==> config.mk <==
export PLATFORM = sky130hd
export DESIGN_NAME = alu_exec_unit
export DESIGN_NICKNAME = d
export VERILOG_FILES = /design/src/rtl/alu_exec_unit.sv
export SDC_FILE = /design/constraint.sdc
export NUM_CORES = 1
export LEC_CHECK = 0
export BUFFER_PORTS_ARGS = -buffer_cell sky130_fd_sc_hd__buf_2
export CORE_MARGIN = 10
export CORE_UTILIZATION = 45
export DETAILED_ROUTE_END_ITERATION = 10
export PLACE_DENSITY = 0.67
export SLEW_MARGIN = 15
export SYNTH_ARGS = -nofsm -noshare
export SYNTH_HDL_FRONTEND = slang
export SYNTH_SLANG_ARGS = --single-unit
==> constraint.sdc <==
create_clock -name clk -period 5.1 [get_ports clk]
set_input_delay 0.765 -clock clk [delete_from_list [all_inputs] [get_ports clk]]
set_output_delay 0.765 -clock clk [all_outputs]
set_load 0.005 [all_outputs]
==> src/rtl/alu_exec_unit.sv <==
// Registered ALU execution unit: register file, flag-producing ALU and a
// single-entry output buffer with valid/ready handshakes on both sides.
module alu_exec_unit #(
  parameter  int WIDTH     = 13,
  parameter  int REG_COUNT = 8,
  localparam int ADDR_W    = $clog2(REG_COUNT)
) (
  input  logic              clk,
  input  logic              rst,
  input  logic              in_valid,
  output logic              in_ready,
  input  logic [3:0]        opcode,
  input  logic [ADDR_W-1:0] rd,
  input  logic [ADDR_W-1:0] rs1,
  input  logic [ADDR_W-1:0] rs2,
  input  logic              imm_en,
  input  logic [WIDTH-1:0]  imm,
  output logic              out_valid,
  input  logic              out_ready,
  output logic [WIDTH-1:0]  out_result,
  output logic [ADDR_W-1:0] out_rd,
  output logic              out_we,
  output logic [3:0]        out_flags,
  output logic              out_illegal
);

  localparam int SH_W = $clog2(WIDTH);
  localparam int MSB  = WIDTH - 1;

  typedef enum logic [3:0] {
    OP_NOP = 4'b0000,
    OP_ADD = 4'b0001,
    OP_SUB = 4'b0010,
    OP_AND = 4'b0011,
    OP_OR  = 4'b0100,
    OP_CLR = 4'b0101,
    OP_XOR = 4'b0110,
    OP_SHL = 4'b0111,
    OP_SHR = 4'b1000,
    OP_ADC = 4'b1001,
    OP_CMP = 4'b1010,
    OP_MOV = 4'b1011
  } op_e;

  logic [WIDTH-1:0] regs [REG_COUNT];
  logic [3:0]       flags;

  logic             accept;
  logic [WIDTH-1:0] op_a;
  logic [WIDTH-1:0] op_b;
  logic [WIDTH-1:0] result;
  logic [WIDTH:0]   ext;
  logic [3:0]       next_flags;
  logic             writes;
  logic             illegal;
  logic             write_en;
  logic             shift_oob;
  logic [SH_W-1:0]  shamt;

  assign in_ready = rst && (!out_valid || out_ready);
  assign accept   = in_valid && in_ready;

  assign op_a = (rs1 == '0) ? '0 : regs[rs1];
  assign op_b = imm_en ? imm : ((rs2 == '0) ? '0 : regs[rs2]);

  assign shift_oob = (op_b >= WIDTH'(WIDTH));
  assign shamt     = op_b[SH_W-1:0];

  // Flags are {Z,N,C,V}; C and V are cleared by logic/shift/move ops.
  always_comb begin
    ext        = '0;
    result     = '0;
    next_flags = flags;
    writes     = 1'b0;
    illegal    = 1'b0;
    case (opcode)
      OP_NOP: ;
      OP_ADD, OP_ADC: begin
        ext = {1'b0, op_a} + {1'b0, op_b};
        if (opcode == OP_ADC) ext = ext + {{WIDTH{1'b0}}, flags[1]};
        result        = ext[WIDTH-1:0];
        writes        = 1'b1;
        next_flags[1] = ext[WIDTH];
        next_flags[0] = (op_a[MSB] == op_b[MSB]) && (result[MSB] != op_a[MSB]);
      end
      OP_SUB, OP_CMP: begin
        ext           = {1'b0, op_a} - {1'b0, op_b};
        result        = ext[WIDTH-1:0];
        writes        = (opcode == OP_SUB);
        next_flags[1] = !ext[WIDTH];
        next_flags[0] = (op_a[MSB] != op_b[MSB]) && (result[MSB] != op_a[MSB]);
      end
      OP_AND, OP_OR, OP_XOR, OP_MOV, OP_CLR, OP_SHL, OP_SHR: begin
        case (opcode)
          OP_AND:  result = op_a & op_b;
          OP_OR:   result = op_a | op_b;
          OP_XOR:  result = op_a ^ op_b;
          OP_MOV:  result = op_b;
          OP_SHL:  result = shift_oob ? '0 : (op_a << shamt);
          OP_SHR:  result = shift_oob ? '0 : (op_a >> shamt);
          default: result = '0;
        endcase
        writes        = 1'b1;
        next_flags[1] = 1'b0;
        next_flags[0] = 1'b0;
      end
      default: illegal = 1'b1;
    endcase
    if (writes || opcode == OP_CMP) begin
      next_flags[3] = (result == '0);
      next_flags[2] = result[MSB];
    end
  end

  assign write_en = writes && (rd != '0);

  // Commit and buffer load share the accept edge, so a dependent op issued on
  // the next cycle already sees the new register and flag values.
  always_ff @(posedge clk or negedge rst) begin
    if (!rst) begin
      for (int i = 0; i < REG_COUNT; i++) regs[i] <= '0;
      flags       <= '0;
      out_valid   <= 1'b0;
      out_result  <= '0;
      out_rd      <= '0;
      out_we      <= 1'b0;
      out_flags   <= '0;
      out_illegal <= 1'b0;
    end else begin
      if (accept) begin
        if (write_en) regs[rd] <= result;
        flags       <= next_flags;
        out_valid   <= 1'b1;
        out_result  <= result;
        out_rd      <= rd;
        out_we      <= write_en;
        out_flags   <= next_flags;
        out_illegal <= illegal;
      end else if (out_valid && out_ready) begin
        out_valid <= 1'b0;
      end
    end
  end

endmodule

Yosys cells after proc, flatten, opt, wreduce, memory -nomap -nowiden
Cells that the tools add are included.
{"block": "classes", "n_addsub": 3, "shift": 2, "muxes": 24, "n_reduce_logical": 26, "n_eq_ne": 15, "order_cmp": 5, "n_bitwise": 6}
{"operator": "13-bit two-way mux", "n": 10}
{"operator": "104-bit bitwise mux", "n": 1}
{"operator": "13-bit binary-select mux with 3-bit select", "n": 2}
{"operator": "13-bit one-hot mux with 6 select lines", "n": 1}
{"operator": "13-bit demux with 3-bit select", "n": 1}
{"operator": "13-bit one-hot mux with 3 select lines", "n": 1}
{"operator": "14-bit two-way mux", "n": 2}
{"operator": "4-bit by 3-bit == test with 1-bit output, second input constant", "n": 4}
{"operator": "4-bit == test, second input constant", "n": 4}
{"operator": "13-bit by 13-bit adder with 14-bit output", "n": 1}
{"operator": "14-bit by 1-bit adder with 14-bit output", "n": 1}
{"operator": "13-bit by 13-bit subtractor with 14-bit output", "n": 1}
{"operator": "13-bit AND", "n": 1}
{"operator": "13-bit by 4-bit greater-or-equal comparator with 1-bit output, second input constant", "n": 1}
{"operator": "13-bit zero test", "n": 1}
{"operator": "13-bit bitwise OR", "n": 1}
{"operator": "13-bit by 4-bit left shift with 13-bit output", "n": 1}
{"operator": "13-bit by 4-bit right shift with 13-bit output", "n": 1}
{"operator": "13-bit XOR", "n": 1}
{"operator": "4-bit greater-or-equal comparator, second input constant", "n": 3}
{"operator": "3-bit NOT with 4-bit output", "n": 3}
{"operator": "12-bit OR reduction", "n": 1}
{"operator": "9-bit OR reduction", "n": 1}
{"operator": "4-bit by 2-bit == test with 1-bit output, second input constant", "n": 2}
{"operator": "other kinds (18)", "n": 35}
{"block": "word_totals", "in_bits": 31, "out_inout_bits": 24, "elab_cells": 96, "ff_bits": 127}

Longest topological paths before layout
{"block": "depth", "depth_word": 13, "mapped_depth": 21, "ltp_nobuf": 17}

Least setup slack after synthesis
No wires, ideal clock.
{"block": "synth_timing", "path_kind": "input port to flip-flop", "start": "input rs2[0]", "end": "register flags[3]", "arrival_time_ps": 5126, "n_path_buf": 5, "stages": 20, "setup_ps": 68, "setup_slack_ps": -94, "cell_sequence": "buf_4 -> buf_4 -> buf_2 -> mux2i_1 -> mux4_2 -> o21a_1 -> clkbuf_1 -> ha_1 -> clkbuf_1 -> nand3b_1 -> a21oi_1 -> nor2_1 -> o311ai_0 -> or2_2 -> nor3_1 -> xnor2_1 -> a211o_1 -> nor4_1 -> nor4bb_1 -> a32o_1"}
{"block": "synth_via", "elab_chain_len": 13, "word_cells_on_any_way": 24, "cone_classes": "add/sub: 3; order compare: 1; shift: 2; mux: 12; bitwise: 4; reduce/logical: 2"}
{"element": "start: declaration", "line_no": "15", "text": "input logic [ADDR_W-1:0] rs2,"}
{"element": "3-bit NOT with 4-bit output (implied by the code)", "line_no": "64", "text": "assign op_b = imm_en ? imm : ((rs2 == '0) ? '0 : regs[rs2]);"}
{"element": "13-bit binary-select mux with 3-bit select", "line_no": "64"}
{"element": "13-bit two-way mux (implied by the code) (2 in a row)", "line_no": "64"}
{"element": "13-bit two-way mux (*) (2 in a row)", "line_no": "64"}
{"element": "13-bit by 13-bit adder with 14-bit output", "line_no": "79", "text": "ext = {1'b0, op_a} + {1'b0, op_b};"}
{"element": "14-bit by 1-bit adder with 14-bit output", "line_no": "80", "text": "if (opcode == OP_ADC) ext = ext + {{WIDTH{1'b0}}, flags[1]};"}
{"element": "14-bit two-way mux", "line_no": "80"}
{"element": "14-bit two-way mux", "line_no": "76", "text": "case (opcode)"}
{"element": "13-bit one-hot mux with 3 select lines (*)", "line_no": "76"}
{"element": "13-bit zero test (*)", "line_no": "110", "text": "next_flags[3] = (result == '0);"}
{"element": "2-bit two-way mux (*)", "line_no": "109", "text": "if (writes || opcode == OP_CMP) begin"}
{"element": "end signal: assignment", "line_no": "132", "text": "flags <= next_flags;"}
{"element": "end: declaration", "line_no": "46", "text": "logic [3:0] flags;"}
Mark *: on every way between the ends. The rest lies on a longest branch, timed or not. The select of a mux whose other input is x is not followed.
A chain may end at the register's enable or synchronous reset.

Worst setup path in the final report
{"block": "layout_timing", "start": "input rs2[1]", "end": "register regs[37] (netlist name)"}
{"block": "layout_via", "elab_chain_len": 12, "word_cells_on_any_way": 23, "cone_classes": "add/sub: 3; order compare: 1; shift: 2; mux: 12; bitwise: 4; reduce/logical: 1"}
{"element": "3-bit NOT with 4-bit output (implied by the code)", "line_no": "64"}
{"element": "13-bit binary-select mux with 3-bit select", "line_no": "64"}
{"element": "13-bit two-way mux (implied by the code) (2 in a row)", "line_no": "64"}
{"element": "13-bit two-way mux (*) (2 in a row)", "line_no": "64"}
{"element": "13-bit by 13-bit adder with 14-bit output", "line_no": "79"}
{"element": "14-bit by 1-bit adder with 14-bit output", "line_no": "80"}
{"element": "14-bit two-way mux", "line_no": "80"}
{"element": "14-bit two-way mux", "line_no": "76"}
{"element": "13-bit one-hot mux with 3 select lines (*)", "line_no": "76"}
{"element": "104-bit bitwise mux (*)", "line_no": "131", "text": "if (write_en) regs[rd] <= result;"}
{"element": "end signal: indexed assignment", "line_no": "131"}
{"element": "end: declaration", "line_no": "45", "text": "logic [WIDTH-1:0] regs [REG_COUNT];"}
Marks and branches as above.

==> key figures <==
Clock network
  – # Post-CTS Setup Buffers: 0
  – Cts repair resizes: 0
  – Clk sinks: 114
  – CTS HTree Levels: 4
  – CTS tree: done
  – Longest Clk Path Bufs: 2
  – Clock root cell: clkbuf_16
  – CTS buffer count: 17
  – CTS clock-pin slew for the worst setup and hold paths: 50 ps
  – Post-CTS Hold Buffers: 0
  – Insertion delay to the later sink of the worst-skew pair: 410 ps

STA
  – Skew final: 9.37 ps
  – Period utilization: 94.5%
  – Final setup margin: 279 ps
  – RSZ-0062 raised after global routing: no
  – Pins Over Slew Limit: 0
  – Worst-margin pin slew: 1090 ps
  – Fin crit period: 4820 ps
  – Worst hold slack: 470 ps
  – Final setup fails: 0
  – Slew Limit Headroom: 26.8%
  – Fmax: 0.207 GHz
  – Fin. Hold Viols: 0

Place
  – Placement Setup Slack: -24.9 ps
  – I/O Buffers: 54
  – Detail Placement HPWL: 24.4 mm
  – Final GP Congestion: 0.989
  – Post-DP Area: 10600 um^2

Floorplan
  – Io pins: 55
  – DIE HEIGHT: 165 um
  – Die area: 27200 um^2
  – Starting Density: 46.3%
  – FP Rows: 52
  – Core Region: 20400 um^2
  – Die width: 165 um

Synthesis
  – Synth unique cells: 77
  – Post-synthesis xor/xnor area fraction: 2.50%
  – Post-synthesis mux area share: 24.3%
  – FF+latch count, synth: 114
  – Main combinational cell family by area after synthesis: multiplexers
  – Post-synthesis compound-gate area fraction: 19.2%
  – Post-Synthesis Cells: 1014
  – Synth Net Count: 1087
  – Main synth FF type: dfrtp_1
  – Synth Area in Adders: 5.71%
  – Post-Synth Simple-Gate Area: 13.3%
  – Synth warn: 0
  – Post-synth ARST share: 100%
  – Netlist Area Pre-Place: 9460 um^2
  – Mapped Avg Cell Area: 9.33 um^2
  – Post-synthesis sequential area ratio: 30.2%
  – Post-synth EDFFs: 0

Status
  – Outcome: finished clean

Detailed routing
  – DR vias/cell: 6.34
  – 1st-iter DRT viols: 1121
  – Final WL: 32.7 mm
  – TritonRoute pass-1 iters: 5
  – WL per Instance: 23.2 um
  – Via Count: 8929
  – DRC violations left: 0
  – ANT nets after route: 0

Cells and area
  – Area of the multi-input gates: 6210 um^2
  – Layout Nets: 1199
  – Syn-to-layout area delta: 18.7%
  – Final instance area: 11200 um^2
  – Commonest non-fill, non-tap cell in the layout: dfrtp_1
  – Ant diodes: 0
  – Core Util, Final: 55.0%
  – Share of layout cells above drive strength 1: 29.7%
  – Fillers: 1877
  – Storage cell area: 2850 um^2
  – Most frequent cells in the layout: dfrtp_1, mux2_2, buf_4

Critical path
  – Worst Setup End Kind: flip-flop
  – CP required: 5380 ps
  – Crit-path max FO: 9
  – Kind of critical path: primary input to flip-flop
  – CP Data Arrival Time: 5100 ps
  – Startpoint Class: primary input

Power and ir drop
  – PwrDens: 363 nW/um^2
  – VDD IR max: 352 uV
  – Pleak: 5.07 nW
  – Overall power: 4.08 mW

Global routing
  – Global route overflow: 0
  – Initial antenna violation count: 0
  – First-pass GRT wire length: 50.5 mm
  – Vias in the first global route: 8889
  – Largest net degree at the start of global routing: 64
  – GRT Util Overall: 23.9%

Worst hold path
  – Hold Path Class: flip-flop to flip-flop

Job
  – Max-Cap Viols: 0
cell type report:
| type | instances | area share (%) |
|---|---|---|
| Clock buffer | 21 | 4.10 |
| Clock inverter | 10 | 1.19 |
| Inverter | 46 | 1.54 |
| Multi-Input combinational cell | 792 | 55.3 |
| Sequential cell | 114 | 25.4 |
| Tap cell | 270 | 3.01 |
| Timing Repair Buffer | 155 | 9.51 |
routing by layer:
metal  track usage [%]  vias up  part of all wire [%]
met5                 0        -                     0
met4              10.8        0                   4.3
met3              4.01       86                   7.3
met2              39.0      431                    48
met1              30.3     4383                    41
li1                  -     4029                     -
cells by family (layout without fill, tap and decap cells):
kind of cell | after synthesis | in the layout
DFF | 114 | 114
buffers and inverters | 108 | 232
and+or+nand+nor | 262 | 262
adders and majority gates | 42 | 42
xor gates and xnor gates | 27 | 27
muxes | 197 | 197
AOI/OAI and AO/OA | 264 | 264
path summary, 6_finish.rpt:
check	from	end	slack (ps)	cells past startpoint
max in group asynchronous	rst	regs[14]	3330	3
min in group asynchronous	rst	regs[20]	590	2
max reg2reg	regs[13]	regs[37]	500	17
min	flags[2]	flags[2]	470	1
min reg2reg	flags[2]	flags[2]	470	1
max	rs2[1]	regs[37]	280	18
metrics by stage:
stage	setup TNS [ps]	instances
after floorplan	0	1014
after global placement	-3.77	1377
after detailed placement	-169	1377
after CTS	0	1408
after global routing	0	1408
final	0	1408
report_power, final:
part	switching (mW)	internal [mW]	total [mW]
clock network	0.405	0.788	1.19
logic	0.910	0.738	1.65
registers	0.146	1.09	1.24
flip-flops by register name, summed over array words and instances, names as in the netlist:
register,count
out_we,1
out_illegal,1
out_rd,3
out_result,13
regs,91
flags,4
out_valid,1
Yosys cell counts (5+ instances only):
| cell type | instances | share of area (%) |
|---|---|---|
| dfrtp_1 | 114 | 30 |
| mux2_2 | 112 | 13 |
| nor2_1 | 76 | 3.0 |
| nand2_1 | 68 | 2.7 |
| mux2i_1 | 67 | 7.1 |
| a21oi_1 | 45 | 2.4 |
| o21ai_0 | 45 | 2.4 |
| clkbuf_1 | 41 | 1.6 |
| inv_1 | 41 | 1.6 |
| ha_1 | 40 | 5.3 |
| nor3_1 | 32 | 1.7 |
| a221oi_1 | 24 | 2.2 |
| xnor2_1 | 22 | 2.0 |
| o22ai_1 | 21 | 1.4 |
| a31oi_1 | 18 | 1.2 |
| nand3_1 | 14 | 0.74 |
| nor2b_1 | 14 | 0.93 |
| o221ai_1 | 13 | 1.2 |
| a22oi_1 | 12 | 0.95 |
| mux4_2 | 12 | 2.9 |
| buf_2 | 11 | 0.58 |
| nand2b_1 | 11 | 0.73 |
| o21bai_1 | 10 | 0.79 |
| o211ai_1 | 9 | 0.71 |
| and2_1 | 8 | 0.53 |
| o21ai_1 | 7 | 0.37 |
| or3_1 | 7 | 0.46 |
| a211oi_1 | 6 | 0.48 |
| a21o_1 | 6 | 0.48 |
| nor4_1 | 6 | 0.40 |
| a221o_1 | 5 | 0.53 |
| xor2_1 | 5 | 0.46 |
worst max-delay path: stages:
cell,delay (ps)
buf_2,220
mux2_1,360
mux4_2,530
o21a_1,270
ha_1,240
inv_1,80
fa_1,190
nand2b_1,170
a21oi_1,100
o21ai_0,190
o2111ai_1,140
nor4_1,360
nand4bb_1,200
buf_4,180
nor3_1,250
xnor2_1,120
a211o_1,430
mux2_2,320
Power figures use the tool's default switching activity.
